===== config.mk =====
export PLATFORM = sky130hd
export DESIGN_NAME = alu_result_uart_tx_flat
export DESIGN_NICKNAME = d
export VERILOG_FILES = /design/src/rtl/alu_result_uart_tx_pkg.sv /design/src/rtl/alu_result_uart_tx_if.sv /design/src/rtl/alu_result_uart_tx_baud_rate_gen.sv /design/src/rtl/alu_result_uart_tx.sv /design/src/flat_wrapper.sv
export SDC_FILE = /design/constraint.sdc
export NUM_CORES = 1
export LEC_CHECK = 0
export ABC_AREA = 1
export ABC_CLOCK_PERIOD_IN_PS = 2900
export CAP_MARGIN = 30
export CORE_MARGIN = 5
export CORE_UTILIZATION = 55
export CTS_BUF_LIST = sky130_fd_sc_hd__clkbuf_4 sky130_fd_sc_hd__clkbuf_8
export CTS_CLUSTER_SIZE = 40
export DETAILED_ROUTE_END_ITERATION = 16
export GPL_ROUTABILITY_DRIVEN = 0
export PLACE_DENSITY = 0.77
export SLEW_MARGIN = 15
export SYNTH_ARGS = -nofsm -noshare
export SYNTH_HDL_FRONTEND = slang
export SYNTH_SLANG_ARGS = --single-unit

===== constraint.sdc =====
create_clock -name i_clk -period 2.9 [get_ports i_clk]
set_input_delay 0.58 -clock i_clk [delete_from_list [all_inputs] [get_ports i_clk]]
set_output_delay 0.58 -clock i_clk [all_outputs]
set_load 0.05 [all_outputs]

===== src/rtl/alu_result_uart_tx_pkg.sv =====
// Shared UART definitions: FSM state encoding, default line parameters and the
// clocks-per-tick divider calculation, reused by the TX side and the planned RX.
package alu_result_uart_tx_pkg;

    typedef enum logic [1:0] {
        ST_IDLE  = 2'd0,
        ST_START = 2'd1,
        ST_DATA  = 2'd2,
        ST_STOP  = 2'd3
    } uart_state_e;

    localparam int DEF_N_TICKS = 16;
    localparam int DEF_BAUD    = 9600;

    function automatic int uart_div(input int clk_freq, input int baud, input int n_ticks);
        return clk_freq / (baud * n_ticks);
    endfunction

endpackage


===== src/rtl/alu_result_uart_tx_if.sv =====
// Handshake bundle between the ALU result loader (master) and the UART
// transmitter (slave), including the serial line and status outputs.
interface alu_result_uart_tx_if #(
    parameter int NB_DATA = 8
);
    logic               i_tx_start;
    logic [NB_DATA-1:0] i_data;
    logic               o_tx;
    logic               o_tx_busy;
    logic               o_tx_done;

    modport master (
        output i_tx_start,
        output i_data,
        input  o_tx,
        input  o_tx_busy,
        input  o_tx_done
    );

    modport slave (
        input  i_tx_start,
        input  i_data,
        output o_tx,
        output o_tx_busy,
        output o_tx_done
    );
endinterface


===== src/rtl/alu_result_uart_tx_baud_rate_gen.sv =====
// Free-running baud tick generator: one tick every DIV clocks, restartable by a
// synchronous clear so a new frame always begins on a full tick period.
module baud_rate_gen
    import alu_result_uart_tx_pkg::*;
#(
    parameter int CLK_FREQ = 100000000,
    parameter int BAUD     = DEF_BAUD,
    parameter int N_TICKS  = DEF_N_TICKS
) (
    input  logic i_clk,
    input  logic rst,
    input  logic i_clr,
    output logic o_tick
);

    localparam int DIV   = uart_div(CLK_FREQ, BAUD, N_TICKS);
    localparam int DIV_W = (DIV > 1) ? $clog2(DIV) : 1;

    generate
        if (DIV < 1) begin : g_div_check
            $error("baud_rate_gen: CLK_FREQ too low for BAUD*N_TICKS (DIV < 1)");
        end
    endgenerate

    logic [DIV_W-1:0] div_q;
    logic [DIV_W-1:0] div_d;

    assign o_tick = (div_q == DIV_W'(DIV - 1));

    always_comb begin
        div_d = div_q + 1'b1;
        if (i_clr || o_tick) begin
            div_d = '0;
        end
    end

    always_ff @(posedge i_clk) begin
        if (rst) begin
            div_q <= '0;
        end else begin
            div_q <= div_d;
        end
    end

endmodule


===== src/rtl/alu_result_uart_tx.sv =====
// UART transmitter for ALU results: sends one NB_DATA-bit word per accepted
// start request as start bit, LSB-first data bits and one stop bit.
module alu_result_uart_tx
    import alu_result_uart_tx_pkg::*;
#(
    parameter int NB_DATA  = 8,
    parameter int CLK_FREQ = 100000000,
    parameter int BAUD     = DEF_BAUD,
    parameter int N_TICKS  = DEF_N_TICKS
) (
    input  logic                 i_clk,
    input  logic                 rst,
    alu_result_uart_tx_if.slave  bus
);

    localparam int TICK_W = (N_TICKS > 1) ? $clog2(N_TICKS) : 1;
    localparam int BIT_W  = (NB_DATA > 1) ? $clog2(NB_DATA) : 1;

    uart_state_e        state_q, state_d;
    logic [NB_DATA-1:0] shreg_q, shreg_d;
    logic [TICK_W-1:0]  tick_cnt_q, tick_cnt_d;
    logic [BIT_W-1:0]   bit_idx_q, bit_idx_d;
    logic               tx_q, tx_d;
    logic               busy_q, busy_d;
    logic               done_q, done_d;
    logic               baud_clr;
    logic               tick;
    logic               last_tick;

    baud_rate_gen #(
        .CLK_FREQ (CLK_FREQ),
        .BAUD     (BAUD),
        .N_TICKS  (N_TICKS)
    ) u_baud (
        .i_clk  (i_clk),
        .rst    (rst),
        .i_clr  (baud_clr),
        .o_tick (tick)
    );

    assign last_tick = tick && (tick_cnt_q == TICK_W'(N_TICKS - 1));

    // Line level is computed one cycle ahead so o_tx leaves a flop glitch-free.
    always_comb begin
        state_d    = state_q;
        shreg_d    = shreg_q;
        tick_cnt_d = tick_cnt_q;
        bit_idx_d  = bit_idx_q;
        tx_d       = tx_q;
        busy_d     = busy_q;
        done_d     = 1'b0;
        baud_clr   = 1'b0;

        if (tick && !last_tick) begin
            tick_cnt_d = tick_cnt_q + 1'b1;
        end

        case (state_q)
            ST_IDLE: begin
                tx_d   = 1'b1;
                busy_d = 1'b0;
                if (bus.i_tx_start) begin
                    shreg_d    = bus.i_data;
                    tick_cnt_d = '0;
                    bit_idx_d  = '0;
                    baud_clr   = 1'b1;
                    tx_d       = 1'b0;
                    busy_d     = 1'b1;
                    state_d    = ST_START;
                end
            end
            ST_START: begin
                if (last_tick) begin
                    tick_cnt_d = '0;
                    tx_d       = shreg_q[0];
                    state_d    = ST_DATA;
                end
            end
            ST_DATA: begin
                if (last_tick) begin
                    tick_cnt_d = '0;
                    shreg_d    = shreg_q >> 1;
                    if (bit_idx_q == BIT_W'(NB_DATA - 1)) begin
                        tx_d    = 1'b1;
                        state_d = ST_STOP;
                    end else begin
                        bit_idx_d = bit_idx_q + 1'b1;
                        tx_d      = shreg_d[0];
                    end
                end
            end
            ST_STOP: begin
                if (last_tick) begin
                    tick_cnt_d = '0;
                    tx_d       = 1'b1;
                    busy_d     = 1'b0;
                    done_d     = 1'b1;
                    state_d    = ST_IDLE;
                end
            end
            default: begin
                tx_d    = 1'b1;
                busy_d  = 1'b0;
                state_d = ST_IDLE;
            end
        endcase
    end

    always_ff @(posedge i_clk) begin
        if (rst) begin
            state_q    <= ST_IDLE;
            shreg_q    <= '0;
            tick_cnt_q <= '0;
            bit_idx_q  <= '0;
            tx_q       <= 1'b1;
            busy_q     <= 1'b0;
            done_q     <= 1'b0;
        end else begin
            state_q    <= state_d;
            shreg_q    <= shreg_d;
            tick_cnt_q <= tick_cnt_d;
            bit_idx_q  <= bit_idx_d;
            tx_q       <= tx_d;
            busy_q     <= busy_d;
            done_q     <= done_d;
        end
    end

    assign bus.o_tx      = tx_q;
    assign bus.o_tx_busy = busy_q;
    assign bus.o_tx_done = done_q;

endmodule


===== src/flat_wrapper.sv =====
// flat-port wrapper written by rule: the top's interface ports become plain ports
module alu_result_uart_tx_flat import alu_result_uart_tx_pkg::*;
#(
    parameter int NB_DATA  = 8,
    parameter int CLK_FREQ = 100000000,
    parameter int BAUD     = DEF_BAUD,
    parameter int N_TICKS  = DEF_N_TICKS
)
  (i_clk, rst, bus_i_tx_start, bus_i_data, bus_o_tx, bus_o_tx_busy, bus_o_tx_done);
  alu_result_uart_tx_if #(.NB_DATA(NB_DATA)) bus_i ();
  input  logic i_clk;
  input  logic rst;
  input wire logic [$bits(bus_i.i_tx_start)-1:0] bus_i_tx_start;
  input wire logic [$bits(bus_i.i_data)-1:0] bus_i_data;
  output wire logic [$bits(bus_i.o_tx)-1:0] bus_o_tx;
  output wire logic [$bits(bus_i.o_tx_busy)-1:0] bus_o_tx_busy;
  output wire logic [$bits(bus_i.o_tx_done)-1:0] bus_o_tx_done;
  assign bus_i.i_tx_start = bus_i_tx_start;
  assign bus_i.i_data = bus_i_data;
  assign bus_o_tx = bus_i.o_tx;
  assign bus_o_tx_busy = bus_i.o_tx_busy;
  assign bus_o_tx_done = bus_i.o_tx_done;
  alu_result_uart_tx #(.NB_DATA(NB_DATA), .CLK_FREQ(CLK_FREQ), .BAUD(BAUD), .N_TICKS(N_TICKS)) u_core (.i_clk(i_clk), .rst(rst), .bus(bus_i));
endmodule

==> metrics, run 1 <==
Slew Limit Headroom 66.52%; Die W 63.09 um; Vias/cell 5.140; die area 0.003980 mm2; Sum Neg Setup Slack 0 ps; reg2reg start u_core.state_q[0]; peak supply drop 0.5665 mV; Tmin final 2058 ps; worst hold slack 469.9 ps; CTS tree yes; DRT iter0 DRCs 63; Final Slew Violations 0; Arr. time, crit path 1480 ps; FF-to-FF path depth 7; drt total wl 2.965 mm; Hold Path End u_core.shreg_q[4]; Cell Chain, Critical Path clkdlybuf4s50_1; crit path buf inv count 1; startpoint types register; library cells used by synthesis 26; Inserted Diodes 0; Final WS setup 842.0 ps; worst r2r dst u_core.shreg_q[5]; met3 Track Usage GR under 10%; CTS buffer count 5; cells after synthesis 216; core area 0.002734 mm2; Seq cells post-synth 30; busiest grt layer met2; Clock Skews 3.709 ps; Max-cap violations 0; vias 1362; RSZ-0062 raised after global routing no; met2 Use GR 26.41%; Routed Antenna Nets 0; pre-CTS setup slack 756.2 ps; max incr delay on CP 810 ps; number of port buffers 13; I/O Pins 14; Max Fclk 0.4859 GHz; vias in the first global route between 1000 and 1500; Worst Hold Class register to register; clock slew at reported path FFs 90 ps; root buf cell clkbuf_4; CP max FO 2; final setup fails 0; clk sinks 30; Worst Max-Slew Pin Slew ~500 ps; Clock Tree Buf Depth 2; hold buffers post-CTS 0; Area Overhead vs Synth 13.48%; GRT Overall Usage 16.25%; cells resized by post-CTS repair 0; R2R Setup Slk 850 ps; Synth Net Count 236; drt wl/cell 11.19 um; Pre-Repair DR Iteration Count 4; Hold Vio Cnt, Final 0; DRC 0; CP Capture Type output port; fin nets ~250; HP Start u_core.shreg_q[4]; Overflow after GRT 0; Clock Latency Late Sink 330 ps; crit path max-delay cell type clkdlybuf4s50_1; status finished clean; crit path kind register to output port; P per Cell Area between 700 and 800 mW/mm2; Worst Hold Depth 2; die height 63.09 um; Synth Cell Area 0.001550 mm2; syn_area_per_cell 7.177 um2; layout cells sized above 1 7.692%; initial core utilization 56.70%; filler instances between 200 and 300; LEAKAGE between 0.0007 and 0.0008 uW; largest net degree at the start of global routing 14; met1 GRT Util 18.81%; H-Tree Depth 2; Core Rows 19; post-synthesis sequential area ratio 38.74%; initial antenna violation count 0; Critical Path RT approximately 2300 ps; Syn. warnings 0; final worst-path cycle share a little under three quarters; first-pass GRT wire length 5.202 mm; detailed placement HPWL 2.208 mm; Setup Buffers After CTS 0; crit-path leading delay family buffers and inverters
-- worst max-delay path by stage --
stage          slack [ps]                      to            startpoint  cells after the start
6_report              840                bus_o_tx       u_core.bus.o_tx                      1
5_1_grt               610       u_core.shreg_q[3]     u_core.state_q[0]                      7
4_1_cts               820                bus_o_tx       u_core.bus.o_tx                      1
3_5_place_dp          760       u_core.shreg_q[6]        bus_i_tx_start                      6
3_3_place_gp          780  u_core.u_baud.div_q[7]                   rst                      4
2_1_floorplan        1470    u_core.tick_cnt_q[0]  u_core.tick_cnt_q[0]                      6
-- where the power goes --
| group | switching (uW) | total, uW | leakage, uW | internal (uW) |
|---|---|---|---|---|
| combinational | 307 | 469 | 0.000485 | 162 |
| sequential | 46.6 | 534 | 0.000244 | 487 |
| clock | 139 | 265 | 0.0000387 | 127 |
| total | 492 | 1270 | 0.000768 | 776 |
-- cell usage in the layout (no fill, tap or decap) --
master           instances
nand2_1                 59
dfxtp_1                 30
nor2_1                  25
inv_1                   22
nand3_1                 18
a21oi_1                 16
clkdlybuf4s50_1         13
ha_1                     9
nand4_1                  7
clkbuf_4                 6
nor3_1                   4
o21ai_0                  4
xor2_1                   4
inv_2                    2
nor2_2                   2
nor3b_1                  2
nand2_2                  1
nor2_4                   1
nand4_4                  1
nand2_4                  1
o22ai_1                  1
o311ai_0                 1
o221ai_1                 1
nand3_2                  1
clkbuf_8                 1
clkinv_2                 1
buf_4                    1
-- cell type report --
class                   instances  area [um2]  area share [%]
inverters                      24       90.09           5.121
flip-flops and latches         30       600.6           34.14
clock inverters                 1       5.005          0.2845
clock buffers                   7       58.81           3.343
well taps                      31       38.79           2.205
repair buffers                 14       137.6           7.824
multi-input cells             158       828.3           47.08
-- cells in the mapped netlist --
cell | number | area share (%)
nand2_1 | 59 | 14
dfxtp_1 | 30 | 39
nor2_1 | 25 | 6.1
inv_1 | 22 | 5.3
nand3_1 | 18 | 5.8
a21oi_1 | 16 | 5.2
ha_1 | 9 | 7.3
nand4_1 | 7 | 2.8
nor3_1 | 4 | 1.3
o21ai_0 | 4 | 1.3
xor2_1 | 4 | 2.3
inv_2 | 2 | 0.48
nor2_2 | 2 | 0.81
nor3b_1 | 2 | 0.97
buf_2 | 1 | 0.32
buf_4 | 1 | 0.48
buf_8 | 1 | 0.97
clkbuf_1 | 1 | 0.24
nand2_2 | 1 | 0.40
nand2_4 | 1 | 0.73
nand3_2 | 1 | 0.65
nand4_4 | 1 | 1.4
nor2_4 | 1 | 0.73
o221ai_1 | 1 | 0.57
o22ai_1 | 1 | 0.40
o311ai_0 | 1 | 0.57
-- tightest hold or removal path, delay by kind of cell (launching register included) --
kind,cells,cell delay [ps]
flops,1,320
simple gates,1,60
compound gates,1,50
-- routing by layer --
| metal | vias up | wire, um |
|---|---|---|
| li1 | 738 | - |
| met1 | 601 | 1346 |
| met2 | 18 | 1467 |
| met3 | 5 | 115 |
| met4 | 0 | 35 |
| met5 | - | 0 |
-- cells by family (layout without fill, tap and decap cells) --
logic type | Yosys count | count (layout) | synth area share [%]
AO/OA/AOI/OAI | 23 | 23 | 7.991
XOR/XNOR | 4 | 4 | 2.260
adder cells (fa/ha/maj) | 9 | 9 | 7.264
buffers and inverters | 28 | 46 | 7.828
flip-flops | 30 | 30 | 38.74
AND/OR/NAND/NOR | 122 | 122 | 35.92
-- flip-flops by register name (all words and copies together), names as in the netlist --
name and count:
u_core.shreg_q 8, u_core.bus.o_tx 1, u_core.tick_cnt_q 4, u_core.bus.o_tx_done 1, u_core.bus.o_tx_busy 1, u_core.u_baud.div_q 10, u_core.bit_idx_q 3, u_core.state_q 2
-- per-stage QoR --
| step | std cells | util (%) | power [uW] | instance area [um2] |
|---|---|---|---|---|
| finish | 265 | 64.35 | 1268 | 1759 |
| global route | 265 | 64.35 | 1378 | 1759 |
| CTS | 265 | 64.35 | 1278 | 1759 |
| detailed placement | 257 | 62.01 | 1008 | 1695 |
| global placement | 257 | 62.01 | 1001 | 1695 |
| floorplan | 216 | - | 900.9 | 1550 |
Power figures use the tool's default switching activity.
==> run 2, diff against run 1 <==
Settings changed: ABC_CLOCK_PERIOD_IN_PS 2900 to 1900.
Clock period 2.9 ns to 1.9 ns, I/O delays scaled along.
==> run 2 against run 1 <==
Effect of this change:
- sequential share of layout area is 0.57 points lower
- worst setup slack worse by 780 ps
- routed wire length is 1.2% lower
- via count is 1.3% higher
- register-to-register slack worse by 620 ps
- hold slack worse by 0.73 ps
- global-route usage is 0.80 points higher
- final cell count is 1.1% higher
- clock-buffer cell count stayed put
- total power is 55% higher
==> metrics, run 2 (same netlist as run 1, synthesis figures left out) <==
instance count on the critical path 1 (unchanged); Tmin final 1835 ps; clk sinks 30 (unchanged); Die W 63.09 um (unchanged); core area 0.002734 mm2 (unchanged); CTS tree yes (unchanged); clock slew at reported path FFs 100 ps (was 90 ps); Vias/cell 5.149 (was 5.140); Final Slew Violations 0 (unchanged); crit path buf inv count 1 (unchanged); Post-DP Area 0.001718 mm2 (was 0.001695 mm2); startpoint types register (unchanged); layout cells sized above 1 9.283% (was 7.692%); GRT Overall Usage 17.05% (was 16.25%); Arr. time, crit path 1460 ps (was 1480 ps); Clock Latency Late Sink 330 ps (about the same); Clock Skews 8.408 ps (was 3.709 ps); RSZ-0062 raised after global routing no (unchanged); CP max FO 1 (was 2); final setup fails 0 (unchanged); Placed Cells 260 (was 257); LEAKAGE 0.0008016 uW (was 0.0007679 uW); CP Capture Type output port (unchanged); FF-to-FF path depth 8 (was 7); Core Rows 19 (unchanged); Slew Limit Headroom 64.77% (was 66.52%); Reg with most FFs u_core.u_baud.div_q (unchanged); hold buffers post-CTS 0 (unchanged); Setup Buffers After CTS 0 (unchanged); vias 1380 (was 1362); CTS buffer count 5 (unchanged); design area 0.001789 mm2 (was 0.001759 mm2); die area 0.003980 mm2 (unchanged); crit-path leading delay family buffers and inverters (unchanged); Overflow after GRT 0 (unchanged); Max-cap violations 0 (unchanged); Sum Neg Setup Slack 0 ps (unchanged); vias in the first global route 1323 (was 1247); most frequent cells in the layout nand2_1 (59), dfxtp_1 (30), nor2_1 (24) (was nand2_1 (59), dfxtp_1 (30), nor2_1 (25)); commonest non-fill, non-tap cell in the layout nand2_1 (unchanged); crit path kind register to output port (unchanged); final worst-path cycle share 96.60%; initial core utilization 56.70% (unchanged); initial antenna violation count 0 (unchanged); number of port buffers 13 (unchanged); Worst Hold Class register to register (unchanged); Pre-Repair DR Iteration Count 4 (unchanged); Final Non-Filler Cells 268 (was 265); drt total wl 2.929 mm (was 2.965 mm); root buf cell clkbuf_4 (unchanged); peak supply drop 0.9660 mV (was 0.5665 mV); crit path max-delay cell type clkdlybuf4s50_1 (unchanged); largest net degree at the start of global routing 13 (was 14); I/O Pins 14 (unchanged); biggest registers after layout u_core.u_baud.div_q x10, u_core.shreg_q x8, u_core.tick_cnt_q x4 (unchanged); die height 63.09 um (unchanged); max FFs per register 10 (unchanged); Worst Hold Depth 2 (unchanged); Critical Path RT 1520 ps (was 2320 ps); Worst Max-Slew Pin Slew 527.6 ps (was 500.6 ps); Hold Vio Cnt, Final 0 (unchanged); fin nets 256 (was 253); P per Cell Area 1102 mW/mm2 (was 721.0 mW/mm2); first-pass GRT wire length 5.485 mm (was 5.202 mm); status finished clean (unchanged); Inserted Diodes 0 (unchanged); pre-CTS setup slack 75.46 ps (was 756.2 ps); Area Overhead vs Synth 15.42% (was 13.48%); drt wl/cell 10.93 um (was 11.19 um); Clock Tree Buf Depth 2 (unchanged); Cell Chain, Critical Path clkdlybuf4s50_1 (unchanged); DRT iter0 DRCs 70 (was 63); H-Tree Depth 2 (unchanged); detailed placement HPWL 2.198 mm (was 2.208 mm); Max Fclk 0.5449 GHz; max incr delay on CP 790 ps (was 810 ps); DRC 0 (unchanged); Routed Antenna Nets 0 (unchanged); worst hold slack 469.2 ps (was 469.9 ps); Final WS setup 64.68 ps (was 842.0 ps)
run 2: cell types whose count changed in the layout (fill, tap and decap cells not counted):
cell,before,now
nor2_1,25,24
dlymetal6s2s_1,0,2
buf_4,1,4
nor2_2,2,3
clkdlybuf4s50_1,13,11
run 2: worst paths after layout:
path | from | end | slack [ps]
setup / recovery | u_core.bus.o_tx_done | bus_o_tx_done | 60
hold / removal | u_core.shreg_q[3] | u_core.shreg_q[3] | 470
setup reg to reg | u_core.tick_cnt_q[0] | u_core.shreg_q[6] | 230
hold reg to reg | u_core.shreg_q[3] | u_core.shreg_q[3] | 470
run 2: timing repair:
| item | 4_1_cts | 5_1_grt |
|---|---|---|
| endpoints found under the setup margin | 0 | 3 |
| resized for setup | 0 | 3 |
| hold endpoints to repair | 0 | 0 |
run 2: final cells by class:
type | instances | area [um2]
Fill cell | 259 | 944.7
Multi-Input combinational cell | 158 | 830.8
Sequential cell | 30 | 600.6
Timing Repair Buffer | 17 | 165.2
Inverter | 24 | 90.09
Clock buffer | 7 | 58.81
Tap cell | 31 | 38.79
Clock inverter | 1 | 5.005
run 2: worst min-delay path: cells and delay by family (launching register included):
kind	cells	cell delay [ps]
flops	1	320
simple gates	1	60
compound gates	1	50
run 2: metrics by stage:
stage | total power, uW | utilization [%]
2_1_floorplan | 1375 | -
3_3_place_gp | 1557 | 62.84
3_5_place_dp | 1566 | 62.84
4_1_cts | 1989 | 65.17
5_1_grt | 2157 | 65.45
6_report | 1972 | 65.45
run 2: per-layer routing:
layer / GRT usage [%] / up-vias / part of all wire (%)
met2: 27.18 / 15 / 47
met3: 5.861 / 4 / 4.1
met1: 20.20 / 621 / 47
met4: 8.488 / 0 / 1.5
li1: - / 740 / -
met5: 0 / - / 0
run 2: power by group:
part	switching [uW]	internal [uW]	leakage [uW]	total, uW
clock	224	193	0.0000387	417
combinational	467	272	0.000519	739
sequential	71.9	744	0.000244	816
total	763	1210	0.000802	1970
==> run 3, diff against run 2 <==
Settings changed: ABC_AREA 1 to 0.
==> run 3 against run 2 <==
Effect of this change:
- combinational power up 17%
- total power up 2.0%
- non-clock buffer count up 17
- fmax down 2.6%
- first-iteration DRC count up 43%
- global-route usage up 1.1 points
- clock-buffer cell count down 2
- largest power group is now combinational cells
- highest routed layer unchanged
==> metrics, run 3 <==
Hold Path End u_core.tick_cnt_q[0] (was u_core.shreg_q[3]); layout cells sized above 1 20.19% (was 9.283%); Clock Skews 16.42 ps (was 8.408 ps); Die W 63.41 um (was 63.09 um); root buf cell clkbuf_4 (unchanged); Commonest cells post-synth dfxtp_1 (30), nand3_1 (20), nor2_1 (15) (was nand2_1 (59), dfxtp_1 (30), nor2_1 (25)); cells after synthesis 182 (was 216); Seq cells post-synth 30 (unchanged); DRC 0 (unchanged); Tmin final 1883 ps (was 1835 ps); mux share of post-synthesis cell area 1.994% (was 0%); initial core utilization 57.39% (was 56.70%); crit path kind register to register (was register to output port); Setup Buffers After CTS 0 (unchanged); largest net degree at the start of global routing 26 (was 13); commonest non-fill, non-tap cell in the layout dfxtp_1 (was nand2_1); Area Overhead vs Synth 23.92% (was 15.42%); LEAKAGE 0.0007293 uW (was 0.0008016 uW); fin nets 233 (was 256); Max-cap violations 0 (unchanged); worst r2r dst u_core.state_q[0] (was u_core.shreg_q[6]); Compound-Gate Fraction of Synth Area 15.71% (was 7.990%); clk sinks 30 (unchanged); Slew Limit Headroom 66.69% (was 64.77%); Syn. warnings 0 (unchanged); Overflow after GRT 0 (unchanged); max FFs per register 10 (unchanged); CP Capture Type register (was output port); Critical Path RT 2150 ps (was 1520 ps); Synth Cell Area 0.001569 mm2 (was 0.001550 mm2); hold buffers post-CTS 0 (unchanged); most frequent cells in the layout dfxtp_1 (25), nand3_1 (20), buf_4 (20) (was nand2_1 (59), dfxtp_1 (30), nor2_1 (24)); reg2reg start u_core.u_baud.div_q[5] (was u_core.tick_cnt_q[0]); asr flop ratio synth 0% (unchanged); adder-cell area share of the yosys netlist 7.177% (was 7.264%); GRT Overall Usage 18.14% (was 17.05%); die height 63.41 um (was 63.09 um); DRT iter0 DRCs 100 (was 70); HP Start u_core.tick_cnt_q[0] (was u_core.shreg_q[3]); Clock Tree Buf Depth 2 (unchanged); count leader, synth dfxtp_1 (was nand2_1); Final Slew Violations 0 (unchanged); main flop type after synthesis dfxtp_1 (unchanged); Worst Hold Depth 2 (unchanged); Synth Net Count 202 (was 236); number of port buffers 13 (unchanged); clock slew at reported path FFs 100 ps (about the same); CP max FO 4 (was 1); Final WS setup 16.53 ps (was 64.68 ps); library cells used by synthesis 41 (was 26); Inserted Diodes 0 (unchanged); final worst-path cycle share 99.13% (was 96.60%); Worst Max-Slew Pin Slew 498.9 ps (was 527.6 ps); Synth Area in XOR/XNOR 4.466% (was 2.260%); drt wl/cell 14.00 um (was 10.93 um); top post-synthesis cells by area dfxtp_1 (38%), ha_1 (7.2%), nand3_1 (6.4%) (was dfxtp_1 (39%), nand2_1 (14%), ha_1 (7.3%)); Vias/cell 6.033 (was 5.149); status finished clean (unchanged); post-synthesis sequential area ratio 38.28% (was 38.74%); P per Cell Area 1034 mW/mm2 (was 1102 mW/mm2); RSZ-0062 raised after global routing yes (was no); first-pass GRT wire length 5.989 mm (was 5.485 mm); I/O Pins 14 (unchanged); main combinational cell family by area after synthesis simple AND/OR/NAND/NOR gates (unchanged); Worst Hold Class register to register (unchanged); Sum Neg Setup Slack 0 ps (unchanged); vias in the first global route 1436 (was 1323); Tot Pwr 2011 uW (was 1972 uW); CTS buffer count 5 (unchanged); initial antenna violation count 0 (unchanged); vias 1472 (was 1380); worst hold slack 483.1 ps (was 469.2 ps); leading area contributor after synthesis dfxtp_1 (unchanged); final setup fails 0 (unchanged); Core Rows 19 (unchanged); simple-gate portion of the synthesized area 28.79% (was 35.92%); Clock Latency Late Sink 330 ps (about the same); CTS tree yes (unchanged); Post-synth EDFFs 0 (unchanged); die area 0.004021 mm2 (was 0.003980 mm2); peak supply drop 0.9148 mV (was 0.9660 mV); R2R Setup Slk 20 ps (was 230 ps); share of the synthesized area in the top cell type 38.28% (was 38.74%); biggest registers after layout u_core.u_baud.div_q x10, u_core.shreg_q x8, u_core.tick_cnt_q x4 (unchanged); Pre-Repair DR Iteration Count 4 (unchanged); Hold Vio Cnt, Final 0 (unchanged); Max Fclk 0.5309 GHz (was 0.5449 GHz); startpoint types register (unchanged); detailed placement HPWL 2.493 mm (was 2.198 mm); Routed Antenna Nets 0 (unchanged); Reg with most FFs u_core.u_baud.div_q (unchanged); pre-CTS setup slack -28.09 ps (was 75.46 ps); drt total wl 3.417 mm (was 2.929 mm); H-Tree Depth 2 (unchanged); FF-to-FF path depth 4 (was 8); Post-Route Utilization 71.12% (was 65.45%); filler instances 190 (was 259); Arr. time, crit path 2130 ps (was 1460 ps); syn_area_per_cell 8.621 um2 (was 7.177 um2); core area 0.002734 mm2 (unchanged)
-- run 3: changes by cell type after synthesis, moves of 7 or more --
| cell | change |
|---|---|
| nor2_1 | -10 |
| nand2_1 | -50 |
| inv_1 | -17 |
| nor3b_1 | +7 |
| clkbuf_1 | +8 |
| a31oi_1 | +7 |
-- run 3: what timing repair did --
action | in CTS | in global routing
gates resized for setup | 2 | 7
gates cloned | 0 | 0
pin swaps | 2 | 1
setup endpoints to repair | 1 | 14
endpoints found under the hold margin | 0 | 0
-- run 3: metal layers --
| layer | vias up | wire, um | GRT usage [%] |
|---|---|---|---|
| li1 | 732 | - | - |
| met1 | 710 | 1469 | 19.23 |
| met2 | 24 | 1767 | 31.98 |
| met3 | 6 | 122 | 6.750 |
| met4 | 0 | 57 | 7.273 |
| met5 | - | 0 | 0 |
-- run 3: cell families (layout without fill, tap and decap cells) --
family                   Yosys count  in the layout
AND/OR/NAND/NOR                   80             80
buffers and inverters             15             46
adder cells (fa/ha/maj)            9              9
AO/OA/AOI/OAI                     37             37
XOR/XNOR                           8              8
flip-flops                        30             30
multiplexers                       3              3
-- run 3: worst max-delay path by stage --
stage,startpoint,to,slack [ps],depth (start not counted)
3_3_place_gp,u_core.u_baud.div_q[8],u_core.state_q[0],20,4
5_1_grt,u_core.u_baud.div_q[0],u_core.state_q[0],-70,6
6_report,u_core.u_baud.div_q[5],u_core.state_q[0],20,4
3_5_place_dp,u_core.u_baud.div_q[8],u_core.state_q[0],-30,4
2_1_floorplan,u_core.u_baud.div_q[7],u_core.state_q[0],3,4
4_1_cts,u_core.tick_cnt_q[1],u_core.state_q[0],6,5
-- run 3: layout make-up --
cell class,count,area [um2],area share [%]
Sequential cell,30,606.8,31.21
Multi-Input combinational cell,137,935.9,48.13
Tap cell,31,38.79,1.995
Clock inverter,2,10.01,0.5148
Clock buffer,5,37.54,1.931
Timing Repair Buffer,34,296.5,15.25
Inverter,5,18.77,0.9653
-- run 3: through the flow --
stage          std cells  instance area (um2)
6_report             244                 1944
4_1_cts              244                 1928
5_1_grt              244                 1944
2_1_floorplan        182                 1590
3_3_place_gp         237                 1878
3_5_place_dp         237                 1878
-- run 3: worst max-delay path, cell delays in order (launching register included) --
cell and delay (ps):
dfxtp_1 360, nand4bb_1 240, or4_4 580, a221o_1 350, a221oi_2 270
-- run 3: where the power goes --
part	total, uW	switching [uW]	internal, uW
logic	862	484	378
registers	805	76.4	728
clock network	345	212	133
